$ cat src/rtl/mtl_touch_pkg.sv
// Shared definitions for the MTL touch front end: jump codes, FSM states
// and the panel/game defaults used by the touch decoder.
package mtl_touch_pkg;

   localparam logic [7:0] JMP_NONE = 8'd0;
   localparam logic [7:0] JMP_UR   = 8'd1;
   localparam logic [7:0] JMP_UL   = 8'd2;
   localparam logic [7:0] JMP_DR   = 8'd3;
   localparam logic [7:0] JMP_DL   = 8'd4;

   localparam int unsigned H_RES_DEF   = 800;
   localparam int unsigned V_RES_DEF   = 480;
   localparam logic [7:0]  PLAY_STATUS = 8'd1;

   typedef enum logic [1:0] {
      ST_IDLE,
      ST_DEBOUNCE,
      ST_HELD
   } touch_state_t;

endpackage

$ cat src/rtl/touch_quadrant_classify.sv
// Combinational classifier: maps a touch coordinate to the jump code of its
// screen quadrant, or JMP_NONE when it falls in a centre dead band.
module touch_quadrant_classify
   import mtl_touch_pkg::*;
#(
   parameter int unsigned H_RES     = H_RES_DEF,
   parameter int unsigned V_RES     = V_RES_DEF,
   parameter int unsigned DEAD_ZONE = 40
) (
   input  logic [9:0] x,
   input  logic [8:0] y,
   output logic [7:0] quadrant
);

   localparam logic [10:0] X_RIGHT = 11'(H_RES / 2 + DEAD_ZONE);
   localparam logic [10:0] X_LEFT  = 11'(H_RES / 2 - DEAD_ZONE);
   localparam logic [10:0] Y_UP    = 11'(V_RES / 2 - DEAD_ZONE);
   localparam logic [10:0] Y_DOWN  = 11'(V_RES / 2 + DEAD_ZONE);

   logic [10:0] xw;
   logic [10:0] yw;
   logic        right;
   logic        left;
   logic        up;
   logic        down;

   // Widened unsigned compares against the band edges, then pick the quadrant code
   always_comb begin
      xw    = {1'b0, x};
      yw    = {2'b00, y};
      right = (xw >= X_RIGHT);
      left  = (xw <  X_LEFT);
      up    = (yw <  Y_UP);
      down  = (yw >= Y_DOWN);
      quadrant = JMP_NONE;
      if (up && right)
         quadrant = JMP_UR;
      else if (up && left)
         quadrant = JMP_UL;
      else if (down && right)
         quadrant = JMP_DR;
      else if (down && left)
         quadrant = JMP_DL;
   end

endmodule

$ cat src/rtl/touch_jump_decoder.sv
// Touch front end for the MTL display controller: filters raw touch samples,
// latches frame-stable touch outputs on newframe, and debounces presses into
// a one-shot Q*bert jump code held for a fixed number of frames.
module touch_jump_decoder #(
   parameter int unsigned H_RES            = mtl_touch_pkg::H_RES_DEF,
   parameter int unsigned V_RES            = mtl_touch_pkg::V_RES_DEF,
   parameter int unsigned DEAD_ZONE        = 40,
   parameter int unsigned DEBOUNCE_SAMPLES = 3,
   parameter int unsigned RELEASE_TIMEOUT  = 2000000,
   parameter int unsigned JUMP_HOLD_FRAMES = 2,
   parameter logic [7:0]  PLAY_STATUS      = mtl_touch_pkg::PLAY_STATUS
) (
   input  logic       clk,
   input  logic       reset,
   input  logic       touch_valid,
   input  logic       touch_pressed,
   input  logic [9:0] touch_x,
   input  logic [8:0] touch_y,
   input  logic       newframe,
   input  logic [7:0] game_status,
   output logic       ptouch,
   output logic [9:0] xtouch,
   output logic [8:0] ytouch,
   output logic [7:0] jump
);

   import mtl_touch_pkg::*;

   touch_state_t state;
   touch_state_t state_next;

   logic        sample_ok;
   logic        press_s;
   logic        release_s;
   logic        timeout_hit;
   logic        press_done;
   logic        load_jump;
   logic [7:0]  quad;
   logic [7:0]  deb_cnt;
   logic [7:0]  deb_cnt_next;
   logic [7:0]  deb_q;
   logic [7:0]  deb_q_next;
   logic [31:0] to_cnt;
   logic        sh_p;
   logic [9:0]  sh_x;
   logic [8:0]  sh_y;
   logic [7:0]  pend;
   logic [7:0]  hold_cnt;

   touch_quadrant_classify #(
      .H_RES     (H_RES),
      .V_RES     (V_RES),
      .DEAD_ZONE (DEAD_ZONE)
   ) u_classify (
      .x        (touch_x),
      .y        (touch_y),
      .quadrant (quad)
   );

   // Sample qualification; an expiry only counts in a cycle without an accepted sample
   always_comb begin
      sample_ok   = touch_valid
                    && ({1'b0, touch_x} < 11'(H_RES))
                    && ({2'b00, touch_y} < 11'(V_RES));
      press_s     = sample_ok && touch_pressed;
      release_s   = sample_ok && !touch_pressed;
      timeout_hit = (state != ST_IDLE) && !sample_ok && (to_cnt >= RELEASE_TIMEOUT);
      load_jump   = newframe && (hold_cnt <= 8'd1) && (pend != JMP_NONE);
   end

   // Debounce FSM next-state; completion is detected on the updated count so
   // DEBOUNCE_SAMPLES=1 completes straight out of IDLE
   always_comb begin
      state_next   = state;
      deb_cnt_next = deb_cnt;
      deb_q_next   = deb_q;
      press_done   = 1'b0;
      case (state)
         ST_IDLE: begin
            if (press_s && quad != JMP_NONE) begin
               deb_cnt_next = 8'd1;
               deb_q_next   = quad;
               state_next   = ST_DEBOUNCE;
            end
         end
         ST_DEBOUNCE: begin
            if (release_s || timeout_hit) begin
               state_next = ST_IDLE;
            end else if (press_s) begin
               if (quad == JMP_NONE) begin
                  deb_cnt_next = '0;
               end else if (quad == deb_q) begin
                  deb_cnt_next = deb_cnt + 8'd1;
               end else begin
                  deb_cnt_next = 8'd1;
                  deb_q_next   = quad;
               end
            end
         end
         ST_HELD: begin
            if (release_s || timeout_hit)
               state_next = ST_IDLE;
         end
         default: state_next = ST_IDLE;
      endcase
      if (state_next == ST_DEBOUNCE && deb_cnt_next == 8'(DEBOUNCE_SAMPLES)) begin
         press_done = 1'b1;
         state_next = ST_HELD;
      end
   end

   // FSM state, debounce count and candidate quadrant registers
   always_ff @(posedge clk) begin
      if (reset) begin
         state   <= ST_IDLE;
         deb_cnt <= '0;
         deb_q   <= JMP_NONE;
      end else begin
         state   <= state_next;
         deb_cnt <= deb_cnt_next;
         deb_q   <= deb_q_next;
      end
   end

   // Release timeout: cleared by pressed samples, runs only while a press is tracked
   always_ff @(posedge clk) begin
      if (reset || state == ST_IDLE || press_s)
         to_cnt <= '0;
      else if (to_cnt < RELEASE_TIMEOUT)
         to_cnt <= to_cnt + 32'd1;
   end

   // Shadow registers capture every accepted sample
   always_ff @(posedge clk) begin
      if (reset) begin
         sh_p <= 1'b0;
         sh_x <= '0;
         sh_y <= '0;
      end else if (sample_ok) begin
         sh_p <= touch_pressed;
         sh_x <= touch_x;
         sh_y <= touch_y;
      end
   end

   // Frame latch: outputs move only on newframe, taking the pre-edge shadows
   always_ff @(posedge clk) begin
      if (reset) begin
         ptouch <= 1'b0;
         xtouch <= '0;
         ytouch <= '0;
      end else if (newframe) begin
         ptouch <= sh_p;
         xtouch <= sh_x;
         ytouch <= sh_y;
      end
   end

   // Jump hold: a pending code loads on the newframe that ends the previous hold;
   // a completion in the same cycle as that load overwrites pend for the next one
   always_ff @(posedge clk) begin
      if (reset) begin
         pend     <= JMP_NONE;
         hold_cnt <= '0;
         jump     <= JMP_NONE;
      end else begin
         if (newframe) begin
            if (hold_cnt > 8'd1) begin
               hold_cnt <= hold_cnt - 8'd1;
            end else if (pend != JMP_NONE) begin
               jump     <= pend;
               hold_cnt <= 8'(JUMP_HOLD_FRAMES);
            end else begin
               jump     <= JMP_NONE;
               hold_cnt <= '0;
            end
         end
         if (press_done && game_status == PLAY_STATUS)
            pend <= deb_q_next;
         else if (load_jump)
            pend <= JMP_NONE;
      end
   end

endmodule

$ cat config.mk
export PLATFORM = sky130hd
export DESIGN_NAME = touch_jump_decoder
export DESIGN_NICKNAME = d
export VERILOG_FILES = /design/src/rtl/mtl_touch_pkg.sv /design/src/rtl/touch_quadrant_classify.sv /design/src/rtl/touch_jump_decoder.sv
export SDC_FILE = /design/constraint.sdc
export NUM_CORES = 1
export LEC_CHECK = 0
export CAP_MARGIN = 20
export CORE_UTILIZATION = 44
export CTS_CLUSTER_DIAMETER = 50
export DETAILED_ROUTE_END_ITERATION = 8
export GPL_TIMING_DRIVEN = 0
export PLACE_DENSITY = 0.76
export SLEW_MARGIN = 5
export SYNTH_ARGS = -nofsm -noshare
export SYNTH_HDL_FRONTEND = slang
export SYNTH_HIERARCHICAL = 1
export SYNTH_SLANG_ARGS = --single-unit
$ cat constraint.sdc
create_clock -name clk -period 8.75 [get_ports clk]
set_input_delay 0.875 -clock clk [delete_from_list [all_inputs] [get_ports clk]]
set_output_delay 0.875 -clock clk [all_outputs]
set_load 0.005 [all_outputs]
==> metrics.txt <==
layout cells sized above 1 7.93%; Synth warnings 6; Max-Slew Margin vs Limit 50.4%; Antenna Cells 0; post-cts resize count 0; Area contributors post-synth dfxtp_1 (44%), nor2_1 (6.4%), mux2i_1 (5.5%), nand2_1 (4.8%), a21oi_1 (4.0%); pre-CTS setup slack 3.99 ns; Remaining Overflow, GRT 0; final slew viol count 0; H-tree levels 4; P per Cell Area 229 nW/um^2; internal power 0.00111 W; syn_area_per_cell 8.73 sq um; worst slew pin tran 0.744 ns; post-DP HPWL 8350 microns; Sw Ratio 25.5%; post-layout min period 4.44 ns; vias 4428; Buffers on Ports 57; GRT Total Usage 21.0%; final setup vio count 0; vias in the first global route 4248; max cap viols 0; Clock Sinks 114; asr flop ratio synth 0%; CTS Root Cell clkbuf_16; clock-pin slew on the worst setup and hold paths 0.06 ns; status completed; die outline height 110 microns; worst path required time 9.04 ns; unique cell type count in the Yosys netlist 57; Die Wd 110 microns; worst vdd ir 0.271 mV; Boundary Pins 60; Setup crit end kind flop; commonest non-fill, non-tap cell in the layout dfxtp_1; Worst Path Arrival 4.73 ns; Leak Pwr 2.50 nW; total negative slack 0 ns; Comb power frac 13.8%; first-pass GRT wire length 19500 microns; Seq/Total Area, Yosys 44.5%; Reg power frac 38.2%; number of flops mapped to enable cells by yosys 0; hold_buf cts 0; R2R setup slack 5.65 ns; largest net degree at the start of global routing 17; mapped cell area 5130 sq um; Reg-to-Reg Start to_cnt[22]; R2R Path End pend[7]; clk_skew 0.00752 ns; critical path class in -> reg; most frequent cells in the layout dfxtp_1 (114), nor2_1 (87), nand2_1 (65); Via density 5.37; crit start category input pin; CTS buffer count 17; Synth Flop Type dfxtp_1; Cells after Synth 588; GPL Wtd Cong 0.877; die area 12100 sq um; setup bufs post-CTS 0; hold depth 2; drt drc 0; RSZ-0062 raised after global routing no; Net Switching 0.000381 W; hold_ws 0.456 ns; Worst Hold Class reg -> reg; Pre-antenna DRT Iters 4; Clock power frac 48.0%; Max clock buf depth 2; final worst setup slack 4.31 ns; TritonCTS clock tree done; final WL 11900 microns; Power, Total 0.00150 W; P&R area growth vs syn 26.9%; critical path peak fanout 9; CORE AREA 11400 sq um; Rows 39; 1st-iter DRT viols 260; clock latency at the later pin of the worst-skew pair 0.41 ns; path depth of the worst reg2reg path 9; Hold Vio Cnt, Final 0; hold endpoint sh_x[9]; post-synth top area share 44.5%; hold path start sh_x[9]; Achievable Freq 225 MHz; nets 708; antenna-violating nets left 0; Yosys reg bits 114; DR WL/cell 14.5 microns; cell taking the most area after synthesis dfxtp_1; Final Cycle Share 50.7%; initial antenna violation count 0; Initial Util 45.2%
-- worst max-delay path, cell delays in order --
cell             delay [ns]
clkdlybuf4s50_1        0.58
a311oi_1               0.15
or2_1                  0.26
o22ai_1                0.36
nor4_1                 0.13
and2_1                 0.19
buf_6                  0.13
nor3b_4                0.43
o221ai_1               0.29
a311oi_2               0.24
nand2_1                0.10
or4b_4                 0.51
buf_6                  0.17
mux2_4                 0.30
-- state kept, by name (all words and copies together) (netlist names) --
name and flops:
pend 8, state 2, deb_q 8, sh_x 10
sh_y 9, deb_cnt 8, to_cnt 32, jump 8
ytouch 9, hold_cnt 8, sh_p 1, xtouch 10
ptouch 1
-- worst max-delay path by stage --
stage               startpoint      end  slack, ns  cells past startpoint
floorplan           touch_y[5]  pend[0]       4.82                     13
global placement    touch_x[5]  pend[4]       4.04                     14
detailed placement  touch_x[8]  pend[7]       3.99                     14
CTS                 touch_x[7]  pend[7]       4.40                     14
global route        touch_x[5]  pend[7]       4.15                     14
finish              touch_x[5]  pend[7]       4.31                     14
-- per-layer routing --
| metal | global-route usage, % | part of all wire, % | vias up |
|---|---|---|---|
| li1 | - | - | 2212 |
| met1 | 24.5 | 44 | 2084 |
| met2 | 35.4 | 49 | 113 |
| met3 | 5.88 | 5.8 | 19 |
| met4 | 10.1 | 1.7 | 0 |
| met5 | 0 | 0 | - |
-- cells in the mapped netlist, types with 2 or more instances --
library cell and count:
ha_1 8, a211oi_1 5, a2bb2oi_1 2, nor4_1 13, xnor2_1 18, a21oi_1 41
clkbuf_1 27, o31ai_1 3, a22o_1 8, dfxtp_1 114, nand2_1 65, nand4_1 14
a211o_1 2, buf_1 2, a22oi_1 8, mux2i_1 28, o21ai_0 11, nand3_1 13
or3_1 6, inv_1 12, buf_4 5, nand2b_1 3, nor3_1 4, mux2_4 8
xor2_1 14, a31oi_1 5, and3_1 20, nor2_1 87, o22ai_1 4, nor4b_1 2
buf_6 2, and2_1 9
-- cell families (layout without fill, tap and decap cells) --
group,after synthesis,after routing,share of synthesized area (%)
flops,114,114,44.5
simple gates,247,247,23.0
compound gates,101,101,13.0
xor+xnor,32,32,5.46
fa+ha+maj,8,8,1.95
buf+inv,49,138,4.27
other cells,1,5,0.0730
mux,36,36,7.80
-- per-stage QoR --
step	instances	utilization, %	cell area (sq um)
after floorplan	592	-	5150
after global placement	792	51.9	5900
after detailed placement	792	51.9	5900
after CTS	824	57.3	6520
after global routing	824	57.3	6520
final	824	57.3	6520
-- power groups by stage --
stage | Sequential (W) | Clock [W] | Combinational (W)
final | 0.000571 | 0.000718 | 0.000206
after global placement | 0.000580 | 0 | 0.000193
after floorplan | 0.000577 | 0 | 0.000146
after global routing | 0.000575 | 0.000756 | 0.000231
after CTS | 0.000571 | 0.000729 | 0.000206
after detailed placement | 0.000581 | 0 | 0.000199
-- final cells by class --
| type | instances | area [sq um] |
|---|---|---|
| plain buffers | 37 | 174 |
| clock buffers | 19 | 433 |
| clock inverters | 13 | 185 |
| fillers | 976 | 4850 |
| inverters | 12 | 45.0 |
| multi-input cells | 429 | 2650 |
| flip-flops and latches | 114 | 2280 |
| well taps | 143 | 179 |
| repair buffers | 57 | 571 |
No activity file was read; power rests on OpenSTA's default activity.
